File: src/rtl/uart_pkg.sv
// Shared UART definitions used by the TX serializer and the RX side.
// FSM encodings, data width, default baud divisor and idle line level.
package uart_pkg;

  localparam int unsigned UART_DATA_BITS        = 8;
  localparam int unsigned UART_DEFAULT_BAUD_DIV = 868;
  localparam logic        UART_IDLE_LEVEL       = 1'b1;

  typedef enum logic [2:0] {
    ST_IDLE   = 3'd0,
    ST_START  = 3'd1,
    ST_DATA   = 3'd2,
    ST_PARITY = 3'd3,
    ST_STOP   = 3'd4
  } uart_state_e;

  // Even parity over one data byte.
  function automatic logic uart_even_parity(input logic [UART_DATA_BITS-1:0] d);
    return ^d;
  endfunction

endpackage

File: src/rtl/uart_tx_fifo.sv
// Single-clock first-word-fall-through byte FIFO for the UART transmitter.
// Pointers carry one extra wrap bit so full and empty are told apart by the MSB.
module uart_tx_fifo
  import uart_pkg::*;
#(
  parameter  int unsigned DEPTH = 16,
  parameter  int unsigned WIDTH = UART_DATA_BITS,
  localparam int unsigned AW    = $clog2(DEPTH)
) (
  input  logic             clk,
  input  logic             rst,
  input  logic             push,
  input  logic [WIDTH-1:0] din,
  input  logic             pop,
  output logic [WIDTH-1:0] dout,
  output logic             full,
  output logic             empty,
  output logic [AW:0]      count
);

  logic [AW:0]      wr_ptr;
  logic [AW:0]      rd_ptr;
  logic [WIDTH-1:0] mem [DEPTH];
  logic             wr_en;
  logic             rd_en;

  // A simultaneous pop frees the slot, so a push into a full FIFO is legal then.
  assign wr_en = push & (~full | rd_en);
  assign rd_en = pop & ~empty;

  always_ff @(posedge clk) begin
    if (rst) begin
      wr_ptr <= '0;
      rd_ptr <= '0;
    end else begin
      if (wr_en) wr_ptr <= wr_ptr + (AW+1)'(1);
      if (rd_en) rd_ptr <= rd_ptr + (AW+1)'(1);
    end
  end

  always_ff @(posedge clk) begin
    if (wr_en) mem[wr_ptr[AW-1:0]] <= din;
  end

  assign empty = (wr_ptr == rd_ptr);
  assign full  = (wr_ptr[AW] != rd_ptr[AW]) && (wr_ptr[AW-1:0] == rd_ptr[AW-1:0]);
  assign count = wr_ptr - rd_ptr;
  assign dout  = mem[rd_ptr[AW-1:0]];

endmodule

File: src/rtl/uart_tx_serializer.sv
// Bit-serial UART transmitter: FIFO-buffered bytes shifted out LSB first as 8N1/8N2 frames.
// Define UART_TX_PARITY_EN to insert an even parity bit (8E1/8E2).
module uart_tx_serializer
  import uart_pkg::*;
#(
  parameter  int unsigned BAUD_DIV   = UART_DEFAULT_BAUD_DIV,
  parameter  int unsigned FIFO_DEPTH = 16,
  parameter  int unsigned STOP_BITS  = 1,
  localparam int unsigned CW         = $clog2(FIFO_DEPTH)
) (
  input  logic                      clk,
  input  logic                      rst,
  input  logic                      transmit,
  input  logic [UART_DATA_BITS-1:0] tx_byte,
  output logic                      tx_ready,
  output logic                      tx,
  output logic                      is_transmitting,
  output logic [CW:0]               fifo_count
);

  localparam int unsigned BW = $clog2(BAUD_DIV);
  localparam logic [BW-1:0] BAUD_LAST  = BW'(BAUD_DIV - 1);
  localparam logic [2:0]    DATA_LAST  = 3'(UART_DATA_BITS - 1);
  localparam logic [2:0]    STOP_LAST  = 3'(STOP_BITS - 1);

  uart_state_e               state;
  uart_state_e               state_d;
  logic [BW-1:0]             baud_cnt;
  logic [2:0]                bit_cnt;
  logic [UART_DATA_BITS-1:0] shift;
  logic                      baud_end;
  logic                      pop_c;
  logic                      tx_c;
  logic                      busy_c;
  logic                      fifo_full;
  logic                      fifo_empty;
  logic [UART_DATA_BITS-1:0] fifo_dout;
`ifdef UART_TX_PARITY_EN
  logic                      parity_q;
`endif

  uart_tx_fifo #(
    .DEPTH (FIFO_DEPTH),
    .WIDTH (UART_DATA_BITS)
  ) u_fifo (
    .clk   (clk),
    .rst   (rst),
    .push  (transmit),
    .din   (tx_byte),
    .pop   (pop_c),
    .dout  (fifo_dout),
    .full  (fifo_full),
    .empty (fifo_empty),
    .count (fifo_count)
  );

  assign tx_ready = ~fifo_full | pop_c;
  assign baud_end = (baud_cnt == BAUD_LAST);

  // State register
  always_ff @(posedge clk) begin
    if (rst) state <= ST_IDLE;
    else     state <= state_d;
  end

  // Next-state and FIFO pop decision
  always_comb begin
    state_d = state;
    pop_c   = 1'b0;
    case (state)
      ST_IDLE: begin
        if (!fifo_empty) begin
          pop_c   = 1'b1;
          state_d = ST_START;
        end
      end
      ST_START: begin
        if (baud_end) state_d = ST_DATA;
      end
      ST_DATA: begin
        if (baud_end && (bit_cnt == DATA_LAST)) begin
`ifdef UART_TX_PARITY_EN
          state_d = ST_PARITY;
`else
          state_d = ST_STOP;
`endif
        end
      end
`ifdef UART_TX_PARITY_EN
      ST_PARITY: begin
        if (baud_end) state_d = ST_STOP;
      end
`endif
      ST_STOP: begin
        // Back-to-back frames: reload straight into START with no idle gap.
        if (baud_end && (bit_cnt == STOP_LAST)) begin
          if (!fifo_empty) begin
            pop_c   = 1'b1;
            state_d = ST_START;
          end else begin
            state_d = ST_IDLE;
          end
        end
      end
      default: state_d = ST_IDLE;
    endcase
  end

  // Line level and busy flag for the current state
  always_comb begin
    tx_c   = UART_IDLE_LEVEL;
    busy_c = 1'b1;
    case (state)
      ST_IDLE:   busy_c = 1'b0;
      ST_START:  tx_c   = 1'b0;
      ST_DATA:   tx_c   = shift[0];
`ifdef UART_TX_PARITY_EN
      ST_PARITY: tx_c   = parity_q;
`endif
      ST_STOP:   tx_c   = 1'b1;
      default: begin
        tx_c   = UART_IDLE_LEVEL;
        busy_c = 1'b0;
      end
    endcase
  end

  // Baud counter, bit counter and shift register
  always_ff @(posedge clk) begin
    if (rst) begin
      baud_cnt <= '0;
      bit_cnt  <= '0;
      shift    <= '0;
    end else begin
      if (state == ST_IDLE || baud_end) baud_cnt <= '0;
      else                              baud_cnt <= baud_cnt + BW'(1);

      if (baud_end && state == ST_DATA) begin
        bit_cnt <= bit_cnt + 3'd1;
      end else if (baud_end && state == ST_STOP) begin
        bit_cnt <= (bit_cnt == STOP_LAST) ? 3'd0 : bit_cnt + 3'd1;
      end

      if (pop_c)                            shift <= fifo_dout;
      else if (baud_end && state == ST_DATA) shift <= shift >> 1;
    end
  end

`ifdef UART_TX_PARITY_EN
  // Parity captured alongside the byte so it is stable for the whole frame.
  always_ff @(posedge clk) begin
    if (rst)        parity_q <= 1'b0;
    else if (pop_c) parity_q <= uart_even_parity(fifo_dout);
  end
`endif

  // Registered line outputs
  always_ff @(posedge clk) begin
    if (rst) begin
      tx              <= UART_IDLE_LEVEL;
      is_transmitting <= 1'b0;
    end else begin
      tx              <= tx_c;
      is_transmitting <= busy_c;
    end
  end

endmodule

File: config.mk
export PLATFORM = sky130hd
export DESIGN_NAME = uart_tx_serializer
export DESIGN_NICKNAME = d
export VERILOG_FILES = /design/src/rtl/uart_pkg.sv /design/src/rtl/uart_tx_fifo.sv /design/src/rtl/uart_tx_serializer.sv
export SDC_FILE = /design/constraint.sdc
export NUM_CORES = 1
export LEC_CHECK = 0
export CAP_MARGIN = 20
export CORE_UTILIZATION = 55
export DETAILED_ROUTE_END_ITERATION = 7
export PLACE_DENSITY_LB_ADDON = 0.15
export SLEW_MARGIN = 40
export SYNTH_ARGS = -nofsm -noshare
export SYNTH_HDL_FRONTEND = slang
export SYNTH_SLANG_ARGS = --single-unit
File: constraint.sdc
create_clock -name clk -period 4.94 [get_ports clk]
set_input_delay 1.482 -clock clk [delete_from_list [all_inputs] [get_ports clk]]
set_output_delay 1.482 -clock clk [all_outputs]
set_load 0.05 [all_outputs]
==> flow_summary_export.csv <==
group,metric,value,unit
synth,ys_top_cells_by_area,"edfxtp_1 55%, dfxtp_1 12%, mux4_2 11%",
timing,finClkSkew,0.0122,ns
synth,yosys_warnings,0,
critical_path,end_kind,"output pin",
finish,final_area,7870,um^2
clocking,cts_made_buffers,17,
timing,slew_viol_final,0,
synth,ys.flop_type,"edfxtp_1",
global_route,use_met1,0.320,
global_route,met2_usage,0.356,
clocking,clock_sinks,168,
route,wl,13600,um
finish,mostFrequentLayoutCell,"edfxtp_1",
die,die_w,114,um
global_route,grt_usage,0.231,
clocking,path_clk_slew,0.07,ns
clocking,ctsResizeCount,0,
timing,period_needed,4.47,ns
finish,syn_to_final_growth,13.4,%
clocking,htree_num_levels,4,
synth,async_reset_ff_frac,0,
finish,seqCellArea,4650,um^2
critical_path,critPathLaunchType,"flop",
timing,whs,0.481,ns
finish,utilization,0.647,
clocking,cts_buffer_depth,2,
finish,diodes,0,
timing,hold_viol,0,
die,row_count,40,
route,postRouteAntennaNets,0,
place,dpl_cell_area,7280,um^2
timing,finalCritPeriodShare,0.906,
finish,fin_nets,492,
timing,setup_violations,0,
synth,netlist-cell-type-count,52,
die,die_area,13100,um^2
global_route,grt.busiest_layer,"met2",
synth,yosys.area.top_type,"edfxtp_1",
route,vias,3797,
timing,max_slew_margin,0.468,
route,post_drt_wl_per_cell,20.9,um
synth,synthesis.area,6940,um^2
die,ioPinCount,19,
clocking,cts_setup_buffers,0,
route,drc_errors,0,
pwr,powerDensity,476,nW/um^2
finish,final_cell_mix,"128 x edfxtp_1, 39 x dfxtp_1, 33 x mux4_2",
synth,synth_edf_count,128,
global_route,antenna_found_initial,0,
job,cap_violations,0,
timing,setup_tns,0,ns
timing,worst_pin_slew,0.789,ns
pwr,p_leak,0.00266,uW
synth,ys_ff_latch,168,
clocking,cts_tree,"done",
finish,fill_cells,898,
global_route,grt_start_max_net_pins,30,
place,gp_congestion,0.762,
die,floorplan.initialDensity,0.571,
place,portBuffers,18,
timing,maxClockFrequency,0.224,GHz
finish,multi_input_area,2150,um^2
run_status,run_status,"finished, final reports clean",
synth,synth_top_area_frac,0.554,
die,core-area,12200,um^2
hold_path,min_path_type,"flop to flop",
global_route,grt_overflow,0,
synth,syn_avg_cell_area,15.6,um^2
synth,synthCells,445,
pwr,ir_drop,377,uV
synth,synth_fp_nets,470,
pwr,power,3740,uW
clocking,clockRootBuffer,"clkbuf_16",
global_route,grt_pass1_vias,3757,
clocking,cts_hold_buffers,0,
global_route,grt_use_met3,0.0683,
global_route,grt_pass1_wl,21200,um
die,die_h,114,um
critical_path,critPathKind,"flop to output pin",
timing,rsz0062_at_grt,"no",
clocking,clkLatencyLatePin,0.43,ns
critical_path,crit_fanout,8,
critical_path,cp_data_arrival_time,2.99,ns
route,drt-pass1-iter-count,5,
finish,drive_gt1_frac,0.167,
place,hpwl,8770,um
critical_path,cp.required,3.46,ns
synth,synth_seq_area_share,0.669,
route,vias_per_cell,5.86,
route,drt-initial-drc-count,414,
per-layer routing:
metal  share of wire  routed length (um)  up-vias
met5               0                   0        -
li1                -                   -     1767
met1            0.45                6050     1908
met4           0.012                 158        0
met2            0.48                6540      108
met3           0.060                 818       14
worst max-delay path, cell delays in order (launching register included):
cell	delay (ns)
dfxtp_1	0.35
inv_1	0.10
ha_1	0.18
or4b_4	0.47
nor4_4	0.45
or2_2	0.21
clkdlybuf4s50_1	0.80
worst paths after layout:
check                   from                to  slack [ns]  cells after the start
hold / removal      shift[0]          shift[0]        0.48                      2
hold reg to reg     shift[0]          shift[0]        0.48                      2
setup reg to reg  bit_cnt[0]  u_fifo.mem[5][0]        2.08                      6
setup / recovery  bit_cnt[0]          tx_ready        0.47                      6
Yosys cell counts (2+ instances only):
library cell / instances
a21o_1: 2
a21oi_1: 12
a22oi_1: 14
a311oi_1: 5
and2_1: 4
and3_1: 22
and4_1: 2
buf_1: 2
buf_2: 6
clkbuf_1: 9
dfxtp_1: 40
edfxtp_1: 128
ha_1: 13
inv_1: 14
mux2i_1: 4
mux4_2: 33
nand2_1: 20
nand2b_1: 5
nand3_1: 14
nor2_1: 30
nor2b_1: 8
nor3_1: 6
o211ai_1: 3
o21ai_0: 3
or3_1: 3
xnor2_1: 8
xor2_1: 10
area by class of cell:
type / count / share of cell area
sequential: 168 / 0.590
multi-input combinational: 243 / 0.273
clock buffer: 17 / 0.0541
timing repair buffer: 23 / 0.0277
tap: 168 / 0.0267
clock inverter: 15 / 0.0213
inverter: 14 / 0.00668
power breakdown:
part           total, uW  switching (uW)  internal (uW)
clock network       1310             560            754
logic                744             413            330
registers           1690            97.3           1590
logic make-up after synthesis:
kind of cell	count (synthesis)	share of synthesized area
muxes	37	0.113
AOI/OAI and AO/OA	52	0.0532
and+or+nand+nor	122	0.0948
xor gates and xnor gates	18	0.0227
buffers and inverters	34	0.0213
DFF	168	0.669
adders and majority gates	14	0.0263
state kept, by name (all words and copies together), names as in the netlist, 3 cells and up, named ones only:
register	cells
u_fifo.rd_ptr	5
bit_cnt	3
u_fifo.wr_ptr	5
baud_cnt	10
state	3
shift	8
u_fifo.mem	128
stage by stage:
| stage | setup slack, ns | cells |
|---|---|---|
| final | 0.466 | 648 |
| after global routing | 0.342 | 648 |
| after CTS | 0.462 | 648 |
| after detailed placement | 0.948 | 616 |
| after global placement | 0.974 | 616 |
| after floorplan | 1.42 | 445 |
(Power assumes the default switching activity.)
